`config.mk`:
```
export PLATFORM = sky130hd
export DESIGN_NAME = pc_stack_counter
export DESIGN_NICKNAME = d
export VERILOG_FILES = /design/src/rtl/pc_stack_counter.sv
export SDC_FILE = /design/constraint.sdc
export NUM_CORES = 1
export LEC_CHECK = 0
export CORE_MARGIN = 2
export CORE_UTILIZATION = 54
export CTS_CLUSTER_SIZE = 20
export DETAILED_ROUTE_END_ITERATION = 8
export PLACE_DENSITY = 0.9
export SETUP_SLACK_MARGIN = 0.4
export SLEW_MARGIN = 20
export SYNTH_ARGS = -nofsm -noshare
export SYNTH_HDL_FRONTEND = slang
export SYNTH_SLANG_ARGS = --single-unit
```
`constraint.sdc`:
```
create_clock -name clk -period 5 [get_ports clk]
set_input_delay 0.5 -clock clk [delete_from_list [all_inputs] [get_ports clk]]
set_output_delay 0.5 -clock clk [all_outputs]
set_load 0.01 [all_outputs]
```
`src/rtl/pc_stack_counter.sv`:
```
//==============================================================================
// Module   : pc_stack_counter
// Purpose  : Program counter with load, relative branch, call/return stack,
//            a registered bus-drive enable and sticky stack error flags.
// Revision : 1.0
//==============================================================================
`default_nettype none

module pc_stack_counter #(
    parameter int               WIDTH        = 8,
    parameter int               STACK_DEPTH  = 4,
    parameter logic [WIDTH-1:0] RESET_VECTOR = '0
) (
    input  logic                               clk,
    input  logic                               rst,
    input  logic                               inc,
    input  logic                               load,
    input  logic                               branch,
    input  logic                               call,
    input  logic                               ret,
    input  logic                               out_en,
    input  logic                               err_clr,
    input  logic [WIDTH-1:0]                   din,
    output logic [WIDTH-1:0]                   pc_out,
    output logic                               pc_oe,
    output logic [WIDTH-1:0]                   pc_q,
    output logic [$clog2(STACK_DEPTH+1)-1:0]   sp,
    output logic                               stack_full,
    output logic                               stack_empty,
    output logic                               wrap,
    output logic                               err_ovf,
    output logic                               err_unf
);

    localparam int SPW  = $clog2(STACK_DEPTH + 1);
    localparam int IDXW = (STACK_DEPTH > 1) ? $clog2(STACK_DEPTH) : 1;

    logic [WIDTH-1:0] pc_cur_q, pc_cur_d;
    logic [SPW-1:0]   sp_cur_q, sp_cur_d;
    logic             oe_q;
    logic             wrap_q, wrap_d;
    logic             ovf_q, ovf_d;
    logic             unf_q, unf_d;
    logic             push;
    logic [WIDTH-1:0] stack_q [STACK_DEPTH];

    logic             is_full;
    logic             is_empty;
    logic [IDXW-1:0]  push_idx;
    logic [IDXW-1:0]  pop_idx;
    logic [WIDTH-1:0] pc_plus1;

    assign is_full  = (sp_cur_q == SPW'(STACK_DEPTH));
    assign is_empty = (sp_cur_q == '0);
    assign push_idx = IDXW'(sp_cur_q);
    assign pop_idx  = IDXW'(sp_cur_q - SPW'(1));
    assign pc_plus1 = pc_cur_q + WIDTH'(1);

    // One action per cycle in priority order ret > call > load > branch > inc.
    always_comb begin
        pc_cur_d = pc_cur_q;
        sp_cur_d = sp_cur_q;
        wrap_d   = 1'b0;
        ovf_d    = ovf_q;
        unf_d    = unf_q;
        push     = 1'b0;
        if (err_clr) begin
            ovf_d = 1'b0;
            unf_d = 1'b0;
        end
        if (ret) begin
            if (is_empty) begin
                unf_d = 1'b1;
            end else begin
                pc_cur_d = stack_q[pop_idx];
                sp_cur_d = sp_cur_q - SPW'(1);
            end
        end else if (call) begin
            if (is_full) begin
                ovf_d = 1'b1;
            end else begin
                push     = 1'b1;
                pc_cur_d = din;
                sp_cur_d = sp_cur_q + SPW'(1);
            end
        end else if (load) begin
            pc_cur_d = din;
        end else if (branch) begin
            pc_cur_d = pc_cur_q + din;
        end else if (inc) begin
            pc_cur_d = pc_plus1;
            wrap_d   = &pc_cur_q;
        end
    end

    always_ff @(posedge clk) begin
        if (rst) begin
            pc_cur_q <= RESET_VECTOR;
            sp_cur_q <= '0;
            oe_q     <= 1'b0;
            wrap_q   <= 1'b0;
            ovf_q    <= 1'b0;
            unf_q    <= 1'b0;
        end else begin
            pc_cur_q <= pc_cur_d;
            sp_cur_q <= sp_cur_d;
            oe_q     <= out_en;
            wrap_q   <= wrap_d;
            ovf_q    <= ovf_d;
            unf_q    <= unf_d;
        end
    end

    // Stack contents carry no reset; only entries below sp are ever read.
    always_ff @(posedge clk) begin
        if (!rst && push) begin
            stack_q[push_idx] <= pc_plus1;
        end
    end

    assign pc_q        = pc_cur_q;
    assign pc_oe       = oe_q;
    assign pc_out      = oe_q ? pc_cur_q : '0;
    assign sp          = sp_cur_q;
    assign stack_full  = is_full;
    assign stack_empty = is_empty;
    assign wrap        = wrap_q;
    assign err_ovf     = ovf_q;
    assign err_unf     = unf_q;

endmodule

`default_nettype wire

```
== Word level (Yosys, flattened, before mapping) ==
Memories as Yosys holds them, arrays and structs flattened.
Index checks and enable logic that the tools add are counted.

* Register bits: 15
* RAM bits: 32
* Bits of input ports: 17
* Output and inout port bits: 25
* Word-level logic and storage cells: 49
* Memories kept: 1

* $add $sub $neg: 4
* Eq/ne operators: 4
* Muxes and demuxes: 24
* Bitwise gates (word level): 1
* Reductions and logical operators: 9

{| class="wikitable"
|+ Memories
! memory !! words !! bits a word !! read ports !! clocked after memory_dff !! wr ports !! line !! text
|-
| stack_q || 4 || 8 || 1 || 0 || 1 || 45 || <nowiki>logic [WIDTH-1:0] stack_q [STACK_DEPTH];</nowiki>
|}

{| class="wikitable"
|+ Operators with widths
! cell !! number
|-
| two-way mux 8 bit || 8
|-
| two-way mux 1 bit || 12
|-
| two-way mux 3 bit || 4
|-
| adder 8 x 1 -> 8 bit (second input constant) || 1
|-
| adder 8 bit || 1
|-
| AND reduction 8 bit || 1
|-
| AND reduction 3 bit || 2
|-
| OR reduction 6 bit || 1
|-
| nonzero test 5 bit || 1
|-
| != test 2 bit (second input constant) || 2
|-
| adder 3 x 1 -> 3 bit (second input constant) || 1
|-
| == test 3 bit (second input constant) || 1
|-
| logical NOT 3 bit || 1
|-
| != test 3 bit (second input constant) || 1
|-
| subtractor 3 x 1 -> 3 bit (second input constant) || 1
|-
| nonzero test 2 bit || 1
|-
| logical AND 1 bit || 1
|-
| logical NOT 1 bit || 1
|-
| inverter 1 bit || 1
|}

== Logic depth before layout (Yosys ltp) ==
Gate-level depths: netlist of the first run.

* Depth after elaboration: 7
* Gate-level depth with buffers: 9
* Gate-level depth less buffers: 8

== Worst setup path after synthesis of the first run ==
OpenSTA, ideal clock, no wires.

* Path kind: reg-to-reg
* Start: register sp_cur_q[0] (netlist: sp[0])
* End: memory stack_q[0][0], enable pin
* Setup time: 0.332 ns
* Arrival time: 2.061 ns
* Required time: 4.668 ns
* Slack: 2.607 ns
* Cell stages (with the launch flop): 8
* Buffers on the path: 1
* Period minus slack after synthesis: 2.393 ns
* Cells stage by stage: dfxtp_1 -> buf_2 -> inv_1 -> ha_1 -> ha_1 -> or3b_1 -> nor2_1 -> and2_1

* Cells in the longest elaborated chain, start to end: 7

{| class="wikitable"
|+ RTL lines
! item !! line !! text
|-
| from (decl) || 39 || <nowiki>logic [SPW-1:0] sp_cur_q, sp_cur_d;</nowiki>
|-
| from (signal assigned) || 106 || <nowiki>sp_cur_q <= sp_cur_d;</nowiki>
|-
| == test 3 bit || 53 || <nowiki>assign is_full = (sp_cur_q == SPW'(STACK_DEPTH));</nowiki>
|-
| via stack_full || 28 || <nowiki>output logic stack_full,</nowiki>
|-
| two-way mux 1 bit || 79 || <nowiki>if (is_full) begin</nowiki>
|-
| two-way mux 1 bit || 78 || <nowiki>end else if (call) begin</nowiki>
|-
| two-way mux 1 bit || 71 || <nowiki>if (ret) begin</nowiki>
|-
| logical AND 1 bit || 116 || <nowiki>if (!rst && push) begin</nowiki>
|-
| two-way mux 1 bit || 116 ||
|-
| two-way mux 1 bit (implied by the code) || 117 || <nowiki>stack_q[push_idx] <= pc_plus1;</nowiki>
|-
| to (decl) || 45 ||
|}

The timed path passes the listed nets, and every way through them passes these cells.

== Final worst setup path of the first run ==
* Start: register sp_cur_q[0] (netlist: sp[0])
* End: memory stack_q[0][5], enable pin

* Cells in the longest elaborated chain, start to end: 7

{| class="wikitable"
|+ RTL lines
! item !! line
|-
| == test 3 bit || 53
|-
| two-way mux 1 bit || 79
|-
| two-way mux 1 bit || 78
|-
| two-way mux 1 bit || 71
|-
| logical AND 1 bit || 116
|-
| two-way mux 1 bit || 116
|-
| two-way mux 1 bit (implied by the code) || 117
|}

Several ways; a longest one is shown, not always the timed one.

==> results of run 1 <==
## cells in the mapped netlist (2+ instances only)
library cell | instances | share of area (%)
buf_2 | 2 | 0.39
a211oi_1 | 3 | 0.87
and3_1 | 2 | 0.48
nor3b_1 | 3 | 0.87
xor2_1 | 3 | 1.0
o21ai_1 | 7 | 1.4
dfxtp_1 | 15 | 12
nor2b_1 | 2 | 0.48
nand4_1 | 2 | 0.48
nand2_1 | 15 | 2.2
nand2b_1 | 6 | 1.4
ha_1 | 14 | 6.8
clkbuf_1 | 2 | 0.29
and2_1 | 15 | 3.6
edfxtp_1 | 32 | 37
buf_6 | 2 | 0.87
o22ai_1 | 2 | 0.48
mux2i_1 | 3 | 1.2
nor2_1 | 18 | 2.6
o221ai_1 | 2 | 0.68
xnor2_1 | 8 | 2.7
o211ai_1 | 2 | 0.58
mux4_2 | 8 | 6.9
a31oi_1 | 5 | 1.2
inv_1 | 8 | 1.2
nand3_1 | 6 | 1.2
nor3_1 | 3 | 0.58
a21oi_1 | 18 | 3.5
## sequential cells by signal (all words and copies together) (netlist names)
register  flops
stack_q      32
pc_q          8
sp            3
err_ovf       1
err_unf       1
pc_oe         1
wrap          1
## metrics by stage
stage	hold WS, ns	worst slack [ns]	power [mW]	util (%)
after floorplan	0.493	2.61	0.896	-
after global placement	0.461	2.24	1.06	64.6
after detailed placement	0.464	2.12	1.07	64.6
after CTS	0.476	2.20	1.36	67.1
after global routing	0.507	2.02	1.44	67.1
final	0.473	2.25	1.35	67.1
## kinds of logic after synthesis
logic type | synth area share (%)
simple gates | 16.8
flops | 48.6
compound gates | 11.6
buf+inv | 3.52
fa+ha+maj | 7.53
xor+xnor | 3.72
mux | 8.11
## worst paths after layout
path,start,end,cells past startpoint
min reg2reg,err_unf,err_unf,2
min,err_unf,err_unf,2
max reg2reg,sp[0],stack_q[0][5],6
max,sp[0],stack_q[0][5],6
## cells in the final DEF (no fill, tap or decap), types with 2 or more instances in the layout
master            n
ha_1             14
a211oi_1          3
o211ai_1          2
inv_1             8
and2_1           15
nor3b_1           3
edfxtp_1         32
o22ai_1           2
nor3_1            3
nand3_1           6
xnor2_1           8
dfxtp_1          15
mux2i_1           3
o21ai_1           7
clkbuf_8          5
a21oi_1          18
o221ai_1          2
mux4_2            8
nand2_1          15
clkdlybuf4s50_1  41
and3_1            2
nand4_1           2
nor2b_1           2
nor2_1           18
xor2_1            3
nand2b_1          6
a31oi_1           5
## worst max-delay path, delay by kind of cell, from the launching register on
family                   cells  cell delay (ns)
flip-flops                   1             0.71
AND/OR/NAND/NOR              3             1.02
buffers and inverters        1             0.18
adder cells (fa/ha/maj)      2             0.51
## area by class of cell
type,instances,area [µm²],area share (%)
multi-input cells,164,1240,39.7
inverters,8,30.0,0.961
clock buffers,5,68.8,2.20
repair buffers,41,410,13.1
flip-flops and latches,47,1260,40.4
well taps,54,67.6,2.16
clock inverters,3,47.5,1.52
## routing by layer
metal,global-route usage [%],routed length (µm),vias up,part of all wire (%)
li1,-,-,917,-
met1,29.1,2440,879,44
met2,36.5,2690,86,49
met3,5.35,326,10,5.9
met4,10.5,83,0,1.5
met5,0,0,-,0
## report_power, final
group | leakage [nW] | switching, mW | internal [mW]
Sequential | 0.416 | 0.0686 | 0.483
Combinational | 0.621 | 0.258 | 0.261
Clock | 0.0587 | 0.130 | 0.152
Total | 1.10 | 0.457 | 0.895
==> results_dict.tcl, run 1 <==
set metrics [dict create \
    synth_area_um2 2590 \
    finalSetupViolations 0 \
    arrival_ns 2.72 \
    vias 1892 \
    critPathKind "register to register" \
    cts_buffers 5 \
    grt_usage_pct 22.7 \
    r2r_setup_slack_ns 2.25 \
    synthArstFlopShare_pct 0 \
    power_density_nw_per_um2 433 \
    yosys_warnings 0 \
    area_growth_pct 20.6 \
    cts_resized 0 \
    root_buffer "clkbuf_8" \
    wl_per_cell_um 17.2 \
    dr.pass1.iters 4 \
    cts.clk_slew.worst_paths_ns 0.09 \
    die_h_um 73.3 \
    ys.flop_type "edfxtp_1" \
    crit_path_start_kind "register" \
    io_buffers 41 \
    dp_hpwl_um 4060 \
    max_slew_margin_pct 46.1 \
    fin_crit_sh_pct 55.0 \
    drv_cap 0 \
    hold_violations 0 \
    tightest_slew_ns 0.806 \
    core_area_um2 4660 \
    cpPeakStageDelay_ns 0.71 \
    drt_iter0_markers 184 \
    p_leak_nw 1.10 \
    clk_latency_ns 0.29 \
    hold_path_class "register to register" \
    fill_cells 327 \
    synth_cell_type_count 47 \
    vdd_drop_max_v 0.000270 \
    postPlaceCellArea_um2 3010 \
    cp_common_cell "ha_1" \
    finalCriticalPeriod_ns 2.75 \
    antenna_cells 0 \
    instances_no_fill 322 \
    outcome "finished clean" \
    synth_edf_count 32 \
    grt_first_pass_wirelength_um 9080 \
    postRouteAntennaNets 0 \
    clkSinkCount 47 \
    final.setup.tns_ns 0 \
    gp_routability_congestion 0.938 \
    cts_tree "built" \
    yosysSeqAreaShare_pct 48.6 \
    worstPathMaxFanout 12 \
    cp_data_required_time_ns 4.97 \
    placed_cells 314 \
    end_kind "register" \
    finalClockSkew_ns 0.00393 \
    drc 0 \
    syn_inst 227 \
    rsz0062_at_grt "false" \
    rows 25 \
    nets 299 \
    postLayoutCellArea_um2 3130 \
    hold_buffers 0 \
    crit_chain "inv_1, ha_1, ha_1, or3b_1, nor2_1, and2_1" \
    die_w_um 73.3 \
    io_pins 42 \
    fmax_mhz 364 \
    antenna_found_initial 0 \
    ctsLongestPathBuffers 2 \
    slew_viol_final 0 \
    design.die.area_um2 5370 \
    post_cts_buffers 0 \
    routed_wl_um 5540 \
    yosys_register_bits 47 \
    grt_max_degree 24 \
    syn_nets 259 \
    drive_gt1_share_pct 8.58 \
    grt_overflow 0 \
    start_util_pct 55.6 \
    avgSynthCellArea_um2 11.4 \
    grt_pass1_vias 1869 \
    vias_per_cell 5.88 \
    cts_max_level 2 \
    slowest_stage "dfxtp_1" \
]
Power figures use the tool's default switching activity.
==> run 2: changes to the inputs <==
--- a/config.mk
+++ b/config.mk
@@ -6,10 +6,10 @@
 export NUM_CORES = 1
 export LEC_CHECK = 0
 export CORE_MARGIN = 2
-export CORE_UTILIZATION = 54
+export CORE_UTILIZATION = 48
 export CTS_CLUSTER_SIZE = 20
 export DETAILED_ROUTE_END_ITERATION = 8
-export PLACE_DENSITY = 0.9
+export PLACE_DENSITY = 0.85
 export SETUP_SLACK_MARGIN = 0.4
 export SLEW_MARGIN = 20
 export SYNTH_ARGS = -nofsm -noshare
==> constraint.sdc (replaced) <==
create_clock -name clk -period 2.5 [get_ports clk]
set_input_delay 0.25 -clock clk [delete_from_list [all_inputs] [get_ports clk]]
set_output_delay 0.25 -clock clk [all_outputs]
set_load 0.01 [all_outputs]
==> results_dict.tcl, run 2 (synthesized netlist as in run 1, its figures left out) <==
set metrics [dict create \
    outcome "finished clean" \
    io_pins 42 \
    end_kind "register" \
    die_h_um 77.5 \
    finalSetupViolations 0 \
    fin_crit_sh_pct 79.7 \
    arrival_ns 2.23 \
    drv_cap 0 \
    clkPwrFrac_pct 20.4 \
    path_buf_inv 2 \
    ctsLongestPathBuffers 2 \
    switchingPower_mw 0.923 \
    nets 305 \
    cp_data_required_time_ns 2.73 \
    clk_latency_ns 0.30 \
    timing.rr.end "stack_q[3][2]" \
    slew_viol_final 0 \
    postRouteAntennaNets 0 \
    min_from "err_ovf" \
    rows 26 \
    seq_power_share_pct 38.7 \
    grt_pass1_vias 1918 \
    cts_tree "built" \
    hold_violations 0 \
    routed_wl_um 5790 \
    design.die.area_um2 6000 \
    largest_reg_flops 32 \
    final.setup.tns_ns 0 \
    vdd_drop_max_v 0.000486 \
    finalCriticalPeriod_ns 1.99 \
    p_comb_share_pct 40.9 \
    core_area_um2 5170 \
    dp_hpwl_um 4230 \
    wl_per_cell_um 16.8 \
    finalClockSkew_ns 0.00499 \
    hold_buffers 0 \
    cts_max_level 2 \
    dr.pass1.iters 4 \
    gp_routability_congestion 0.923 \
    start_util_pct 50.1 \
    fmax_mhz 502 \
    p_int_mw 1.82 \
    cts.clk_slew.worst_paths_ns 0.09 \
    regMostFlops "stack_q" \
    antenna_cells 0 \
    vias 1928 \
    rsz0062_at_grt "false" \
    crit_chain "clkdlybuf4s50_1, ha_1, inv_1, fa_1, nand2b_1, a21oi_1, mux2i_1, o211ai_1, a31oi_1" \
    p_leak_nw 1.13 \
    root_buffer "clkbuf_8" \
    crit_path_start_kind "input pin" \
    r2r-start "sp[1]" \
    drt_iter0_markers 154 \
    worstPathMaxFanout 2 \
    rr_worst_depth 6 \
    hold-path-endpoint "err_ovf" \
    grt_first_pass_wirelength_um 9390 \
    min_path_cells 2 \
    final_cell_mix "41 x clkdlybuf4s50_1, 32 x edfxtp_1, 18 x a21oi_1" \
    switching_share_pct 33.7 \
    grt_usage_pct 20.4 \
    critPathTopFamily "adder cells" \
    layout_commonest_cell "clkdlybuf4s50_1" \
    tightest_slew_ns 0.525 \
    drive_gt1_share_pct 13.5 \
    hold_path_class "register to register" \
    clkSinkCount 47 \
    grt_overflow 0 \
    max_slew_margin_pct 64.8 \
    slowest_stage "clkdlybuf4s50_1" \
    vias_per_cell 5.60 \
    cpPeakStageDelay_ns 0.49 \
    critPathKind "input pin to register" \
    path_depth 9 \
    cts_buffers 5 \
    r2r_setup_slack_ns 0.54 \
    grt_max_degree 17 \
    power_density_nw_per_um2 854 \
    io_buffers 41 \
    fin_util_pct 62.0 \
    antenna_found_initial 0 \
    area_growth_pct 23.7 \
    die_w_um 77.5 \
    drc 0 \
]
[run 2: through the flow]
step           hold WS, ns  instance area (µm²)  setup slack [ns]  instances  power, mW
2_1_floorplan        0.378                 2610             0.403        227       1.81
3_3_place_gp         0.462                 3090             0.280        336       2.15
5_1_grt              0.481                 3210             0.419        344       2.90
3_5_place_dp         0.469                 3090             0.216        336       2.20
4_1_cts              0.484                 3200             0.439        344       2.76
6_report             0.485                 3210             0.507        344       2.74
[run 2: cell type report]
cell class	instances	area, µm²
well taps	70	87.6
multi-input cells	164	1260
clock buffers	5	68.8
fillers	399	1960
repair buffers	47	455
inverters	8	30.0
clock inverters	3	43.8
flip-flops and latches	47	1260
[run 2: worst max path at each step]
stage | endpoint | startpoint
2_1_floorplan | stack_q[0][0] | sp[0]
3_3_place_gp | pc_q[4] | din[0]
3_5_place_dp | pc_q[4] | din[0]
4_1_cts | stack_q[1][3] | sp[1]
5_1_grt | stack_empty | sp[0]
6_report | pc_q[4] | din[0]
[run 2: what timing repair did]
item / 4_1_cts / 5_1_grt
buffers inserted: 0 / 0
setup endpoints to repair: 0 / 37
resized for setup: 0 / 3
[run 2: power groups by stage]
stage,clock network (mW),registers (mW),logic [mW]
after floorplan,0,1.09,0.715
after global placement,0,1.06,1.09
after detailed placement,0,1.07,1.12
after CTS,0.575,1.06,1.13
after global routing,0.609,1.07,1.22
final,0.559,1.06,1.12
[run 2: tightest hold or removal path, cell delays in order (launching register included)]
cell	delay [ns]
dfxtp_1	0.32
nand2b_1	0.07
a21oi_1	0.06
[run 2: routing by layer]
layer	track usage, %	share of wire, %	wire length, µm
met1	24.8	43	2490
met5	0	0	0
met4	7.32	1.4	82
met3	5.23	5.3	305
met2	35.0	50	2910
==> run 3: changes to the inputs <==
==> constraint.sdc (replaced) <==
create_clock -name clk -period 1.6 [get_ports clk]
set_input_delay 0.16 -clock clk [delete_from_list [all_inputs] [get_ports clk]]
set_output_delay 0.16 -clock clk [all_outputs]
set_load 0.01 [all_outputs]
==> results_dict.tcl, run 3 (synthesized netlist as in run 1, its figures left out) <==
set metrics [dict create \
    grt_max_degree 18 \
    tightest_slew_ns 0.445 \
    crit_path_start_kind "register" \
    root_buffer "clkbuf_8" \
    antenna_found_initial 0 \
    fill_cells 184 \
    io_buffers 41 \
    crit_chain "ha_1, a21oi_1, o22ai_1, a22o_1, nor3_2, a311oi_2" \
    vias 2738 \
    cts_max_level 2 \
    nets 379 \
    grt_pass1_vias 2564 \
    vias_per_cell 6.53 \
    cp_data_required_time_ns 1.79 \
    largest_reg_flops 32 \
    final_cell_mix "45 x buf_4, 40 x buf_6, 32 x edfxtp_1" \
    drc 0 \
    register_area_um2 1290 \
    start_util_pct 50.1 \
    clkSinkCount 47 \
    grt_overflow 0 \
    slew_viol_final 0 \
    dp_slack_ns -0.504 \
    vdd_drop_max_v 0.000699 \
    finalClockSkew_ns 0.0119 \
    wl_per_cell_um 26.6 \
    die_h_um 77.5 \
    area_growth_pct 66.1 \
    cts_buffers 5 \
    design.die.area_um2 6000 \
    violations "setup timing" \
    cpPeakStageDelay_ns 0.37 \
    power_density_nw_per_um2 1420 \
    layout_commonest_cell "buf_4" \
    clk_latency_ns 0.31 \
    fmax_mhz 473 \
    io_pins 42 \
    final.setup.tns_ns -9.25 \
    hold_buffers 0 \
    total_power_mw 6.10 \
    max_slew_margin_pct 70.3 \
    arrival_ns 2.30 \
    grt_usage_pct 29.7 \
    dr.pass1.iters 5 \
    cts.clk_slew.worst_paths_ns 0.10 \
    end_kind "register" \
    core_area_um2 5170 \
    outcome "complete, but fails checks" \
    finalCriticalPeriod_ns 2.11 \
    drv_cap 0 \
    hold_path_class "input pin to register" \
    drt_iter0_markers 427 \
    grt_first_pass_wirelength_um 13700 \
    fin_crit_sh_pct 132 \
    drive_gt1_share_pct 55.5 \
    worstPathMaxFanout 4 \
    p_leak_nw 1.73 \
    routed_wl_um 11100 \
    gp_routability_congestion 0.947 \
    hold_violations 0 \
    dp_hpwl_um 4760 \
    postRouteAntennaNets 0 \
    slowest_stage "ha_1" \
    setup_ws_ns -0.512 \
    finalSetupViolations 43 \
    rsz0062_at_grt "true" \
    regMostFlops "stack_q" \
    multi_input_area_um2 1620 \
    die_w_um 77.5 \
    ctsLongestPathBuffers 2 \
    rows 26 \
    cts_tree "built" \
    critPathKind "register to register" \
]
-- run 3: cell count changes in the layout (fill, tap and decap cells not counted), sizes merged --
| cell | before | now |
|---|---|---|
| bufinv | 1 | 0 |
| inv | 8 | 10 |
| dlygate4sd2 | 0 | 9 |
| clkinv | 2 | 0 |
| diode | 0 | 1 |
| buf | 6 | 94 |
| clkbuf | 5 | 8 |
| clkinvlp | 0 | 1 |
| clkdlybuf4s15 | 0 | 2 |
| clkdlybuf4s50 | 41 | 13 |
-- run 3: cell type report --
class,instances,share of cell area (%)
clock inverters,3,0.639
flip-flops and latches,47,30.0
multi-input cells,164,37.7
clock buffers,5,1.60
repair buffers,121,27.1
inverters,8,0.872
diodes,1,0.0581
well taps,70,2.03
-- run 3: worst paths after layout --
| kind | startpoint | to | depth (start not counted) | slack [ns] |
|---|---|---|---|---|
| hold / removal | out_en | pc_oe | 2 | 0.47 |
| setup / recovery | pc_q[5] | pc_q[6] | 6 | -0.51 |
| setup reg to reg | pc_q[5] | pc_q[6] | 6 | -0.51 |
| hold reg to reg | err_ovf | err_ovf | 2 | 0.49 |
-- run 3: power breakdown --
group,switching [mW],total [mW],internal [mW]
Clock,0.474,0.799,0.325
Sequential,0.145,1.69,1.54
Combinational,1.72,3.62,1.90
Total,2.34,6.10,3.77
-- run 3: layer usage --
metal	global-route usage [%]	routed length (µm)
met1	35.7	3930
met3	6.40	1170
met5	0	0
met2	48.8	5190
met4	18.2	849
-- run 3: what timing repair did --
action                                  in CTS  in global routing
setup buffers                               16                 14
pin swaps                                   20                 16
resized for setup                          134                 65
hold endpoints to repair                     0                  0
cloned                                       1                  0
endpoints found under the setup margin      95                 86
-- run 3: critical path, delay by kind of cell, from the launching register on --
| kind | cells | cell delay [ns] |
|---|---|---|
| AO/OA/AOI/OAI | 4 | 1.06 |
| adder cells (fa/ha/maj) | 1 | 0.37 |
| AND/OR/NAND/NOR | 1 | 0.19 |
| flip-flops | 1 | 0.35 |
-- run 3: stage by stage --
step	hold WS (ns)	util, %	instances	area, µm²
floorplan	0.288	-	227	2720
global placement	0.456	67.9	379	3510
detailed placement	0.486	67.9	379	3510
CTS	0.393	76.5	404	3960
global route	0.457	83.2	418	4300
finish	0.470	83.2	419	4310
